--- src/rtl/aud_sram_ctrl.sv ---
// SRAM access controller for the audio recorder: buffers sample writes in a small FIFO,
// arbitrates them against single-word playback reads and drives async-SRAM strobes.
module aud_sram_ctrl #(
    parameter int FIFO_DEPTH = 4,
    parameter int WE_CYCLES  = 2,
    parameter int RD_CYCLES  = 2
) (
    input  logic                          i_clk,
    input  logic                          i_rst_n,
    input  logic                          i_wr_valid,
    input  logic [19:0]                   i_wr_addr,
    input  logic [15:0]                   i_wr_data,
    output logic                          o_wr_ready,
    input  logic                          i_rd_req,
    input  logic [19:0]                   i_rd_addr,
    output logic                          o_rd_ready,
    output logic [15:0]                   o_rd_data,
    output logic                          o_rd_valid,
    output logic [$clog2(FIFO_DEPTH):0]   o_fifo_level,
    output logic [19:0]                   o_sram_addr,
    output logic [15:0]                   o_sram_dq,
    output logic                          o_sram_dq_oe,
    input  logic [15:0]                   i_sram_dq,
    output logic                          o_sram_ce_n,
    output logic                          o_sram_oe_n,
    output logic                          o_sram_we_n,
    output logic                          o_sram_lb_n,
    output logic                          o_sram_ub_n
);

    localparam int PW      = $clog2(FIFO_DEPTH);
    localparam int LW      = PW + 1;
    localparam int CNT_MAX = (WE_CYCLES > RD_CYCLES) ? WE_CYCLES : RD_CYCLES;
    localparam int CW      = $clog2(CNT_MAX + 1);

    typedef enum logic [2:0] {
        ST_IDLE,
        ST_WR_SETUP,
        ST_WR_PULSE,
        ST_WR_HOLD,
        ST_RD_ADDR,
        ST_RD_WAIT
    } state_e;

    state_e          state_q, state_d;
    logic [CW-1:0]   cnt_q, cnt_d;
    logic [PW-1:0]   wptr_q, wptr_d;
    logic [PW-1:0]   rptr_q, rptr_d;
    logic [LW-1:0]   level_q, level_d;
    logic            wr_ready_q, wr_ready_d;
    logic            rd_pend_q, rd_pend_d;
    logic [19:0]     rd_addr_q, rd_addr_d;
    logic            rd_ready_q, rd_ready_d;
    logic            rd_valid_q, rd_valid_d;
    logic [15:0]     rd_data_q, rd_data_d;
    logic [19:0]     sram_addr_q, sram_addr_d;
    logic [15:0]     sram_dq_q, sram_dq_d;
    logic            dq_oe_q, dq_oe_d;
    logic            ce_n_q, ce_n_d;
    logic            oe_n_q, oe_n_d;
    logic            we_n_q, we_n_d;

    logic [35:0]     mem_q [FIFO_DEPTH];

    logic            push, pop, rd_accept;
    logic            fifo_empty, fifo_full, wr_avail, rd_want;
    logic [35:0]     head;

    always_ff @(posedge i_clk) begin
        if (push) begin
            mem_q[wptr_q] <= {i_wr_addr, i_wr_data};
        end
    end

    always_comb begin
        push       = i_wr_valid & wr_ready_q;
        rd_accept  = i_rd_req & rd_ready_q;
        fifo_empty = (level_q == '0);
        fifo_full  = (level_q == LW'(FIFO_DEPTH));
        wr_avail   = !fifo_empty || push;
        rd_want    = rd_pend_q || rd_accept;
        // Empty FIFO forwards the incoming push so an idle controller starts next cycle.
        head       = fifo_empty ? {i_wr_addr, i_wr_data} : mem_q[rptr_q];

        pop         = 1'b0;
        state_d     = state_q;
        cnt_d       = cnt_q;
        rd_pend_d   = rd_pend_q;
        rd_addr_d   = rd_addr_q;
        rd_ready_d  = rd_ready_q;
        rd_valid_d  = 1'b0;
        rd_data_d   = rd_data_q;
        sram_addr_d = sram_addr_q;
        sram_dq_d   = sram_dq_q;
        dq_oe_d     = dq_oe_q;
        ce_n_d      = ce_n_q;
        oe_n_d      = oe_n_q;
        we_n_d      = we_n_q;

        if (rd_accept) begin
            rd_pend_d  = 1'b1;
            rd_addr_d  = i_rd_addr;
            rd_ready_d = 1'b0;
        end
        if (rd_valid_q) begin
            rd_ready_d = 1'b1;
        end

        case (state_q)
            ST_IDLE: begin
                if (fifo_full || (!rd_want && wr_avail)) begin
                    pop         = 1'b1;
                    state_d     = ST_WR_SETUP;
                    sram_addr_d = head[35:16];
                    sram_dq_d   = head[15:0];
                    dq_oe_d     = 1'b1;
                    ce_n_d      = 1'b0;
                    we_n_d      = 1'b1;
                    oe_n_d      = 1'b1;
                end else if (rd_want) begin
                    state_d     = ST_RD_ADDR;
                    sram_addr_d = rd_pend_q ? rd_addr_q : i_rd_addr;
                    rd_pend_d   = 1'b0;
                    dq_oe_d     = 1'b0;
                    ce_n_d      = 1'b0;
                    oe_n_d      = 1'b1;
                    we_n_d      = 1'b1;
                end
            end
            ST_WR_SETUP: begin
                state_d = ST_WR_PULSE;
                we_n_d  = 1'b0;
                cnt_d   = CW'(WE_CYCLES - 1);
            end
            ST_WR_PULSE: begin
                if (cnt_q == '0) begin
                    state_d = ST_WR_HOLD;
                    we_n_d  = 1'b1;
                end else begin
                    cnt_d = cnt_q - CW'(1);
                end
            end
            ST_WR_HOLD: begin
                state_d = ST_IDLE;
                ce_n_d  = 1'b1;
                dq_oe_d = 1'b0;
            end
            ST_RD_ADDR: begin
                state_d = ST_RD_WAIT;
                oe_n_d  = 1'b0;
                cnt_d   = CW'(RD_CYCLES - 1);
            end
            ST_RD_WAIT: begin
                if (cnt_q == '0) begin
                    state_d    = ST_IDLE;
                    rd_data_d  = i_sram_dq;
                    rd_valid_d = 1'b1;
                    oe_n_d     = 1'b1;
                    ce_n_d     = 1'b1;
                end else begin
                    cnt_d = cnt_q - CW'(1);
                end
            end
            default: begin
                state_d = ST_IDLE;
                ce_n_d  = 1'b1;
                oe_n_d  = 1'b1;
                we_n_d  = 1'b1;
                dq_oe_d = 1'b0;
            end
        endcase

        wptr_d     = wptr_q + PW'(push);
        rptr_d     = rptr_q + PW'(pop);
        level_d    = level_q + LW'(push) - LW'(pop);
        wr_ready_d = (level_d != LW'(FIFO_DEPTH));
    end

    always_ff @(posedge i_clk or negedge i_rst_n) begin
        if (!i_rst_n) begin
            state_q     <= ST_IDLE;
            cnt_q       <= '0;
            wptr_q      <= '0;
            rptr_q      <= '0;
            level_q     <= '0;
            wr_ready_q  <= 1'b1;
            rd_pend_q   <= 1'b0;
            rd_addr_q   <= '0;
            rd_ready_q  <= 1'b1;
            rd_valid_q  <= 1'b0;
            rd_data_q   <= '0;
            sram_addr_q <= '0;
            sram_dq_q   <= '0;
            dq_oe_q     <= 1'b0;
            ce_n_q      <= 1'b1;
            oe_n_q      <= 1'b1;
            we_n_q      <= 1'b1;
        end else begin
            state_q     <= state_d;
            cnt_q       <= cnt_d;
            wptr_q      <= wptr_d;
            rptr_q      <= rptr_d;
            level_q     <= level_d;
            wr_ready_q  <= wr_ready_d;
            rd_pend_q   <= rd_pend_d;
            rd_addr_q   <= rd_addr_d;
            rd_ready_q  <= rd_ready_d;
            rd_valid_q  <= rd_valid_d;
            rd_data_q   <= rd_data_d;
            sram_addr_q <= sram_addr_d;
            sram_dq_q   <= sram_dq_d;
            dq_oe_q     <= dq_oe_d;
            ce_n_q      <= ce_n_d;
            oe_n_q      <= oe_n_d;
            we_n_q      <= we_n_d;
        end
    end

    assign o_wr_ready   = wr_ready_q;
    assign o_rd_ready   = rd_ready_q;
    assign o_rd_data    = rd_data_q;
    assign o_rd_valid   = rd_valid_q;
    assign o_fifo_level = level_q;
    assign o_sram_addr  = sram_addr_q;
    assign o_sram_dq    = sram_dq_q;
    assign o_sram_dq_oe = dq_oe_q;
    assign o_sram_ce_n  = ce_n_q;
    assign o_sram_oe_n  = oe_n_q;
    assign o_sram_we_n  = we_n_q;
    assign o_sram_lb_n  = 1'b0;
    assign o_sram_ub_n  = 1'b0;

endmodule

--- config.mk ---
export PLATFORM = sky130hd
export DESIGN_NAME = aud_sram_ctrl
export DESIGN_NICKNAME = d
export VERILOG_FILES = /design/src/rtl/aud_sram_ctrl.sv
export SDC_FILE = /design/constraint.sdc
export NUM_CORES = 1
export LEC_CHECK = 0
export BUFFER_PORTS_ARGS = -buffer_cell sky130_fd_sc_hd__buf_2
export CORE_MARGIN = 2
export CORE_UTILIZATION = 50
export DETAILED_ROUTE_END_ITERATION = 12
export PLACE_DENSITY = 0.71
export SYNTH_ARGS = -nofsm -noshare
export SYNTH_HDL_FRONTEND = slang
export SYNTH_SLANG_ARGS = --single-unit
--- constraint.sdc ---
create_clock -name i_clk -period 6.3 [get_ports i_clk]
set_input_delay 1.89 -clock i_clk [delete_from_list [all_inputs] [get_ports i_clk]]
set_output_delay 1.89 -clock i_clk [all_outputs]
set_load 0.005 [all_outputs]
[Word-level counts from Yosys, hierarchy flattened]
Memories as Yosys holds them, arrays and structs flattened.
Cells that the tools add are included.
Word-level totals
  memories kept: 1
  bits of input ports: 76
  register bits: 92
  RAM bits: 144
  word-level logic and storage cells: 100
Cells by class
  muxes and demuxes: 33
  bitwise logic cells: 6
  reduce and logical (&&, ||, !) cells: 27
  equal/unequal tests: 11
  add/sub/neg operators: 5
Memories
  mem_q: depth 4, bits a word 36, rd ports 1, clocked after Yosys merged registers in 0, wr ports 1, RTL line 63  | logic [35:0] mem_q [FIFO_DEPTH];
Operator list (count)
  2-to-1 mux 20 bit: 3
  2-to-1 mux 36 bit: 1
  2-to-1 mux 1 bit: 18
  one-hot mux 3 bit (5 select lines): 1
  2-to-1 mux 3 bit: 4
  AND reduction 3 bit: 4
  AND reduction 2 bit: 5
  equality test 3 bit, second input constant: 3
  OR reduction 3 bit: 3
  one-hot mux 1 bit (4 select lines): 2
  equality test 3 x 2 -> 1 bit, second input constant: 2
  logical NOT 3 bit: 2
  inequality test 2 bit, second input constant: 3
  inequality test 3 bit, second input constant: 2
  nonzero test 2 bit: 3
  adder 2 x 1 -> 2 bit: 2
  NOT 1 bit: 4
  one-hot mux 2 bit (2 select lines): 1
  OR reduction 2 bit: 2
  OR reduction 4 bit: 1
  adder 3 x 1 -> 3 bit: 1
  equality test 3 x 1 -> 1 bit, second input constant: 1
  logical OR 1 bit: 3
  one-hot mux 1 bit (3 select lines): 1
  other kinds (8): 10

[Depth between registers and ports, before layout]
Gate-level depths: netlist (run 1).
  depth after elaboration: 9
  gate-level depth with buffers: 12

[Least setup slack after synthesis (run 1)]
No wires, ideal clock.
  path type: in2reg
  from: input i_wr_valid
  to: memory mem_q[1][0], enable pin
  cell stages on the path: 2
  required time: 5.818 ns
  setup slack: 1.082 ns
  data arrival time: 4.736 ns
  path through: nand2_1 > nor3b_1
On the way
  word-level cells in the longest chain between the ends: 3
RTL lines
  from (decl): RTL line 10  | input logic i_wr_valid,
  AND 1 bit: RTL line 76  | push = i_wr_valid & wr_ready_q;
  2-to-1 mux 1 bit: RTL line 70  | if (push) begin
  2-to-1 mux 1 bit (implied by the code): RTL line 71  | mem_q[wptr_q] <= {i_wr_addr, i_wr_data};
  to (decl): RTL line 63
No other way between the ends.

[Worst setup path after layout (run 1)]
  from: input i_rd_req
  to: register wr_ready_q (netlist: o_wr_ready)
On the way
  word-level cells in the longest chain between the ends: 9
RTL lines
  from (decl): RTL line 14  | input logic i_rd_req,
  AND 1 bit: RTL line 77  | rd_accept = i_rd_req & rd_ready_q;
  logical OR 1 bit: RTL line 81  | rd_want = rd_pend_q || rd_accept;
  logical NOT 1 bit: RTL line 111  | if (fifo_full || (!rd_want && wr_avail)) begin
  logical AND 1 bit: RTL line 111
  logical OR 1 bit: RTL line 111
  2-to-1 mux 1 bit: RTL line 111
  2-to-1 mux 1 bit: RTL line 109  | case (state_q)
  subtractor 3 x 1 -> 3 bit: RTL line 175  | level_d = level_q + LW'(push) - LW'(pop);
  via level_d[2]: RTL line 49  | logic [LW-1:0] level_q, level_d;
  inequality test 3 bit: RTL line 176  | wr_ready_d = (level_d != LW'(FIFO_DEPTH));
  via wr_ready_d: RTL line 50  | logic wr_ready_q, wr_ready_d;
  to (signal assigned): RTL line 204  | wr_ready_q <= wr_ready_d;
  to (decl): RTL line 50
The timed path passes the listed nets, and every way through them passes these cells.
A chain may end at the register's enable or synchronous reset.

==> impl_metrics.ini, run 1 <==
[timing]
slew_headroom_pct = 28.8
hold_violations = 0
setup_tns_ns = 0
tightest_slew_ns = 1.07
rsz0062_at_grt = false
max_freq_mhz = 229
maxSlewViolCount = 0
fin_crit_sh_pct = 69.3
setup_viol = 0
skew_ns = 0.00805
hold-worst-slack_ns = 0.476
post-route-min-period_ns = 4.36

[clock_network]
cts_max_level = 1
postCtsHoldBufs = 0
clk_pin_slew_ns = 0.06
cts_tree = yes
clk_path_buf_depth = 3
post_cts_buffers = 0
cts.sinks = 236
cts_buffers = 24
ctsResizeCount = 0
clockRootBuffer = clkbuf_16
clk_latency_ns = 0.51

[global_route]
antenna_found_initial = 3
grt_pass1_vias = 5827
grt-ovfl-total = 0
grtUsageTotal_pct = 19.9
grt_first_pass_wirelength_um = 31300
grt_start_max_net_pins = 51

[worst_setup_path]
arrival_ns = 4.80
r2r_cells = 9
slowest_stage = o31a_2
path_class = primary input to flop
max_stage_delay_ns = 0.75
crit_top_cell = nand2_1
critPathRequiredTime_ns = 6.73
r2r-end = o_wr_ready$_DFF_PN1_
r2r-start = state_q[1]$_DFFE_PN0P_
path_buf_inv = 2
reg2reg_setup_slack_ns = 2.58
end_kind = flop
cp_max_fo = 39
worstSetupStartpointType = primary input
path_cells = buf_2, a21o_1, o31a_2, and2_2, buf_4, nand2_1, fa_1, xor2_1, xnor2_1, nand2_1
cp_top_family = compound AO/OA/AOI/OAI gates

[pwr]
p_total_mw = 5.48
sequentialPowerShare_pct = 45.2
power.density_nw_per_um2 = 485
p_clk_share_pct = 24.1
p_int_mw = 3.71
ir_worst_vdd_v = 0.000261
switchingPower_mw = 1.77
pwr-share-comb_pct = 30.7
p_leak_nw = 4.37
swShare_pct = 32.3

[die]
die_w_um = 143
ioPinCount = 140
row_count = 50
core_area_um2 = 18800
initial_core_util_pct = 51.3
dieArea_um2 = 20400
die_y_um = 143

[drt]
drt-initial-drc-count = 337
drt-total-wl_um = 20000
via_per_inst = 5.61
remaining_drc_errors = 0
vias = 5667
wire_per_inst_um = 19.9
first_pass_iters = 7
detail-route-antenna-nets = 0

[layout]
drive_gt1_share_pct = 36.4
post-route-util_pct = 60.1
fin_nets = 810
areaGrowthSynthToFinish_pct = 17.2

[placement]
hpwl_um = 12500
gp_congestion = 0.805
port_buffers = 137

[flow_run]
maxCapViolations = 0

[synth]
synth-warning-count = 0
synth_cell_types = 49
netlist_area_um2 = 9650
synth_edf_count = 144
async_reset_ff_share_pct = 39.0
ys_ff_latch = 236
syn_area_per_cell_um2 = 16.1
yosysSeqAreaShare_pct = 68.7
synth_cells = 599
synth_ff_type = edfxtp_1

[hold_path]
hold_depth = 1
hp-class = flop to flop
holdPathEnd = o_rd_ready$_DFFE_PN1P_
hp-start = o_rd_valid$_DFF_PN0_

[status]
outcome = finished clean
flip-flops by register name, summed over array words and instances (netlist names):
register,count
mem_q,144
o_sram_addr,20
o_sram_ce_n,1
cnt_q,2
o_sram_oe_n,1
o_rd_data,16
o_rd_valid,1
rd_addr_q,20
rd_pend_q,1
wptr_q,2
state_q,3
o_sram_we_n,1
o_sram_dq,16
o_wr_ready,1
o_sram_dq_oe,1
o_rd_ready,1
rptr_q,2
o_fifo_level,3
cells in the final DEF (no fill, tap or decap), drive strengths merged, types with 3 or more instances in the layout:
cell type and n:
a2111oi 21, a211oi 22, a21o 3, a21oi 22
a31oi 16, buf 146, clkbuf 34, clkinv 10
dfrtp 87, dfstp 5, edfxtp 144, ha 3
inv 6, mux2 36, mux2i 20, mux4 36
nand2 41, nand3 3, nor2 27, nor2b 20
nor3 7, nor3b 3, o21ai 7, xnor2 4
xor2 3
synthesized netlist by cell type, types with 2 or more instances:
cell	n	area, um^2
nand2_1	41	154
mux2_2	36	405
nor3b_1	3	22.5
buf_1	2	7.51
xor2_1	3	26.3
buf_2	12	60.1
clkbuf_1	19	71.3
nor2b_1	20	125
buf_4	5	37.5
o211ai_1	2	15.0
dfrtp_1	87	2180
nor2_1	27	101
dfstp_2	5	131
mux2i_1	20	200
xnor2_1	4	35.0
mux4_2	36	811
edfxtp_1	144	4320
nor3_1	7	35.0
inv_1	6	22.5
ha_1	3	37.5
a21oi_1	22	110
a21o_1	3	22.5
a211oi_1	21	158
nand3_1	3	15.0
a31oi_1	16	100
o21ai_0	6	30.0
a2111oi_0	20	175
and2_1	2	12.5
buf_6	4	45.0
worst max-delay path by stage:
stage               startpoint                     to  slack, ns  cells past startpoint
floorplan           i_wr_valid  mem_q[1][0]$_DFFE_PP_       1.08                      2
global placement      i_rd_req   o_wr_ready$_DFF_PN1_       1.55                     10
detailed placement    i_rd_req   o_wr_ready$_DFF_PN1_       1.43                     10
CTS                   i_rd_req   o_wr_ready$_DFF_PN1_       1.96                     10
global route          i_rd_req   o_wr_ready$_DFF_PN1_       1.77                     10
finish                i_rd_req   o_wr_ready$_DFF_PN1_       1.94                     10
power by group through the flow:
stage	logic, mW	clock network (mW)	registers, mW
2_1_floorplan	1.28	0	2.35
3_3_place_gp	1.64	0	2.48
3_5_place_dp	1.69	0	2.51
4_1_cts	1.70	1.34	2.49
5_1_grt	1.85	1.41	2.54
6_report	1.68	1.32	2.48
metrics by stage:
| step | worst slack (ns) | instance area [um^2] | std cells |
|---|---|---|---|
| after CTS | 1.96 | 11300 | 1008 |
| after detailed placement | 1.43 | 10600 | 964 |
| after global routing | 1.77 | 11300 | 1008 |
| final | 1.94 | 11300 | 1010 |
| after floorplan | 1.08 | 9660 | 600 |
| after global placement | 1.55 | 10600 | 964 |
cells by family after synthesis:
| logic type | share of synthesized area (%) |
|---|---|
| mux | 14.7 |
| xor+xnor | 0.635 |
| fa+ha+maj | 0.596 |
| buf+inv | 2.53 |
| flops | 68.7 |
| other cells | 0.0389 |
| compound gates | 7.43 |
| simple gates | 5.38 |
area by class of cell:
type | count | area, um^2
tap | 260 | 325
sequential | 236 | 6640
multi-input combinational | 316 | 2830
fill | 1452 | 7520
clock inverter | 10 | 55.1
timing repair buffer | 146 | 756
clock buffer | 34 | 688
antenna | 2 | 5.00
inverter | 6 | 22.5
metal layers:
metal	global-route usage (%)	share of wire (%)	vias up
met3	4.09	6.4	29
met5	0	0.055	-
met1	26.3	42	2854
met2	33.8	49	209
met4	5.21	1.9	2
li1	-	-	2573
No activity file was read; power rests on OpenSTA's default activity.
==> run 2: changes to the inputs <==
- PLACE_DENSITY: 0.71 -> 0.74
- clock period: 6.3 -> 3.59 ns (I/O delays scaled with it)
==> run 2 against run 1 <==
- worst hold slack worse by 0.013 ns
- count of clock-buffer cells in the layout is 1 lower
- flip-flop and latch count stayed put
- worst setup slack worse by 1.3 ns
- sequential power is 76% higher
- first-iteration DRC count is 12% higher
- largest cell class unchanged
- highest routed layer unchanged
==> impl_metrics.ini, run 2 (synthesis gave the netlist of run 1 again) <==
[layout]
fin_nets = 813
nFillCells = 1396
final_area_um2 = 11400
layout_commonest_cell = edfxtp_1
areaGrowthSynthToFinish_pct = 18.2
final_cell_mix = 144 x edfxtp_1, 136 x buf_2, 85 x dfrtp_1, 41 x nand2_1
post-route-util_pct = 60.6
largest_register = mem_q
final_cells = 1013
drive_gt1_share_pct = 37.3
largest_reg_flops = 144

[worst_setup_path]
slowest_stage = dfrtp_1
max_stage_delay_ns = 0.58
cp_max_fo = 39
path_buf_inv = 1
critPathRequiredTime_ns = 4.02
end_kind = flop
crit_top_cell = nand2_1
path_cells = nor3_1, o31a_2, and2_2, buf_4, nand2_1, fa_1, xor2_1, xnor2_1, nand2_1
arrival_ns = 3.37
path_class = flop to flop
worstSetupStartpointType = flop
cp_top_family = simple AND/OR/NAND/NOR gates

[global_route]
grt-ovfl-total = 0
grt_first_pass_wirelength_um = 32200
grt_pass1_vias = 5973
grtUsageTotal_pct = 20.5
antenna_found_initial = 3
grt_start_max_net_pins = 67

[timing]
max_freq_mhz = 340
rsz0062_at_grt = false
post-route-min-period_ns = 2.94
fin_crit_sh_pct = 81.9
setup_tns_ns = 0
maxSlewViolCount = 0
skew_ns = 0.0158
hold_violations = 0
tightest_slew_ns = 1.28
slew_headroom_pct = 14.2
setup_viol = 0

[pwr]
p_total_mw = 9.86
power.density_nw_per_um2 = 864
p_leak_nw = 4.42
ir_worst_vdd_v = 0.000483

[clock_network]
postCtsHoldBufs = 0
clockRootBuffer = clkbuf_16
clk_pin_slew_ns = 0.06
cts_max_level = 1
cts.sinks = 236
clk_path_buf_depth = 3
ctsResizeCount = 0
cts_buffers = 24
clk_latency_ns = 0.52
post_cts_buffers = 0
cts_tree = yes

[die]
die_w_um = 143
die_y_um = 143
initial_core_util_pct = 51.3
ioPinCount = 140
dieArea_um2 = 20400
core_area_um2 = 18800
row_count = 50

[placement]
place_area_um2 = 10600
hpwl_um = 12700
gp_congestion = 0.771
placed_cells = 967
port_buffers = 137

[drt]
wire_per_inst_um = 20.4
drt-total-wl_um = 20700
detail-route-antenna-nets = 0
drt-initial-drc-count = 379
via_per_inst = 5.66
remaining_drc_errors = 0
first_pass_iters = 4
vias = 5736

[hold_path]
hp-class = flop to flop

[flow_run]
maxCapViolations = 0

[status]
outcome = finished clean
==> run 2: cell count changes in the layout (fill, tap and decap cells not counted), sizes merged <==
cell	delta
buf	+3
bufinv	+2
clkbuf	-1
clkinv	-3
clkinvlp	+2
==> run 2: power breakdown <==
group	internal [mW]	switching, mW	leakage, nW
sequential	3.76	0.612	2.38
combinational	1.46	1.58	1.65
clock	1.46	0.992	0.389
total	6.68	3.18	4.42
==> run 2: routing by layer <==
metal | up-vias | track usage (%) | wire length, um
met3 | 30 | 4.33 | 1390
met4 | 2 | 4.90 | 423
met2 | 221 | 35.5 | 10100
met1 | 2902 | 26.8 | 8750
li1 | 2581 | - | -
met5 | - | 0 | 7
==> run 2: final cells by class <==
cell class,count,area [um^2],share of cell area [%]
Multi-Input combinational cell,316,2840,24.8
Clock inverter,11,121,1.06
Timing Repair Buffer,149,791,6.93
Inverter,6,22.5,0.197
Antenna cell,2,5.00,0.0439
Sequential cell,236,6640,58.2
Clock buffer,33,674,5.91
Tap cell,260,325,2.85
==> run 2: worst paths after layout <==
| check | to | slack (ns) | startpoint | cells past startpoint |
|---|---|---|---|---|
| max in group asynchronous | o_sram_ce_n$_DFFE_PN1P_ | 2.36 | i_rst_n | 2 |
| min reg2reg | o_rd_ready$_DFFE_PN1P_ | 0.46 | o_rd_valid$_DFF_PN0_ | 1 |
| max | o_wr_ready$_DFF_PN1_ | 0.65 | state_q[1]$_DFFE_PN0P_ | 9 |
| min | o_rd_ready$_DFFE_PN1P_ | 0.46 | o_rd_valid$_DFF_PN0_ | 1 |
| max reg2reg | o_wr_ready$_DFF_PN1_ | 0.65 | state_q[1]$_DFFE_PN0P_ | 9 |
| min in group asynchronous | o_sram_addr[4]$_DFFE_PN0P_ | 0.51 | i_rst_n | 1 |
==> run 2: stage by stage <==
stage	hold WS [ns]	setup slack, ns
after floorplan	0.452	0.280
after global placement	0.446	0.252
after detailed placement	0.455	0.184
after CTS	0.470	0.700
after global routing	0.487	0.481
final	0.463	0.651
==> run 2: worst register-to-register path, delay by kind of cell, from the launching register on <==
kind / cells / cell delay [ns]
simple gates: 4 / 0.84
xor+xnor: 2 / 0.37
fa+ha+maj: 1 / 0.42
flops: 1 / 0.58
compound gates: 1 / 0.23
buf+inv: 1 / 0.43
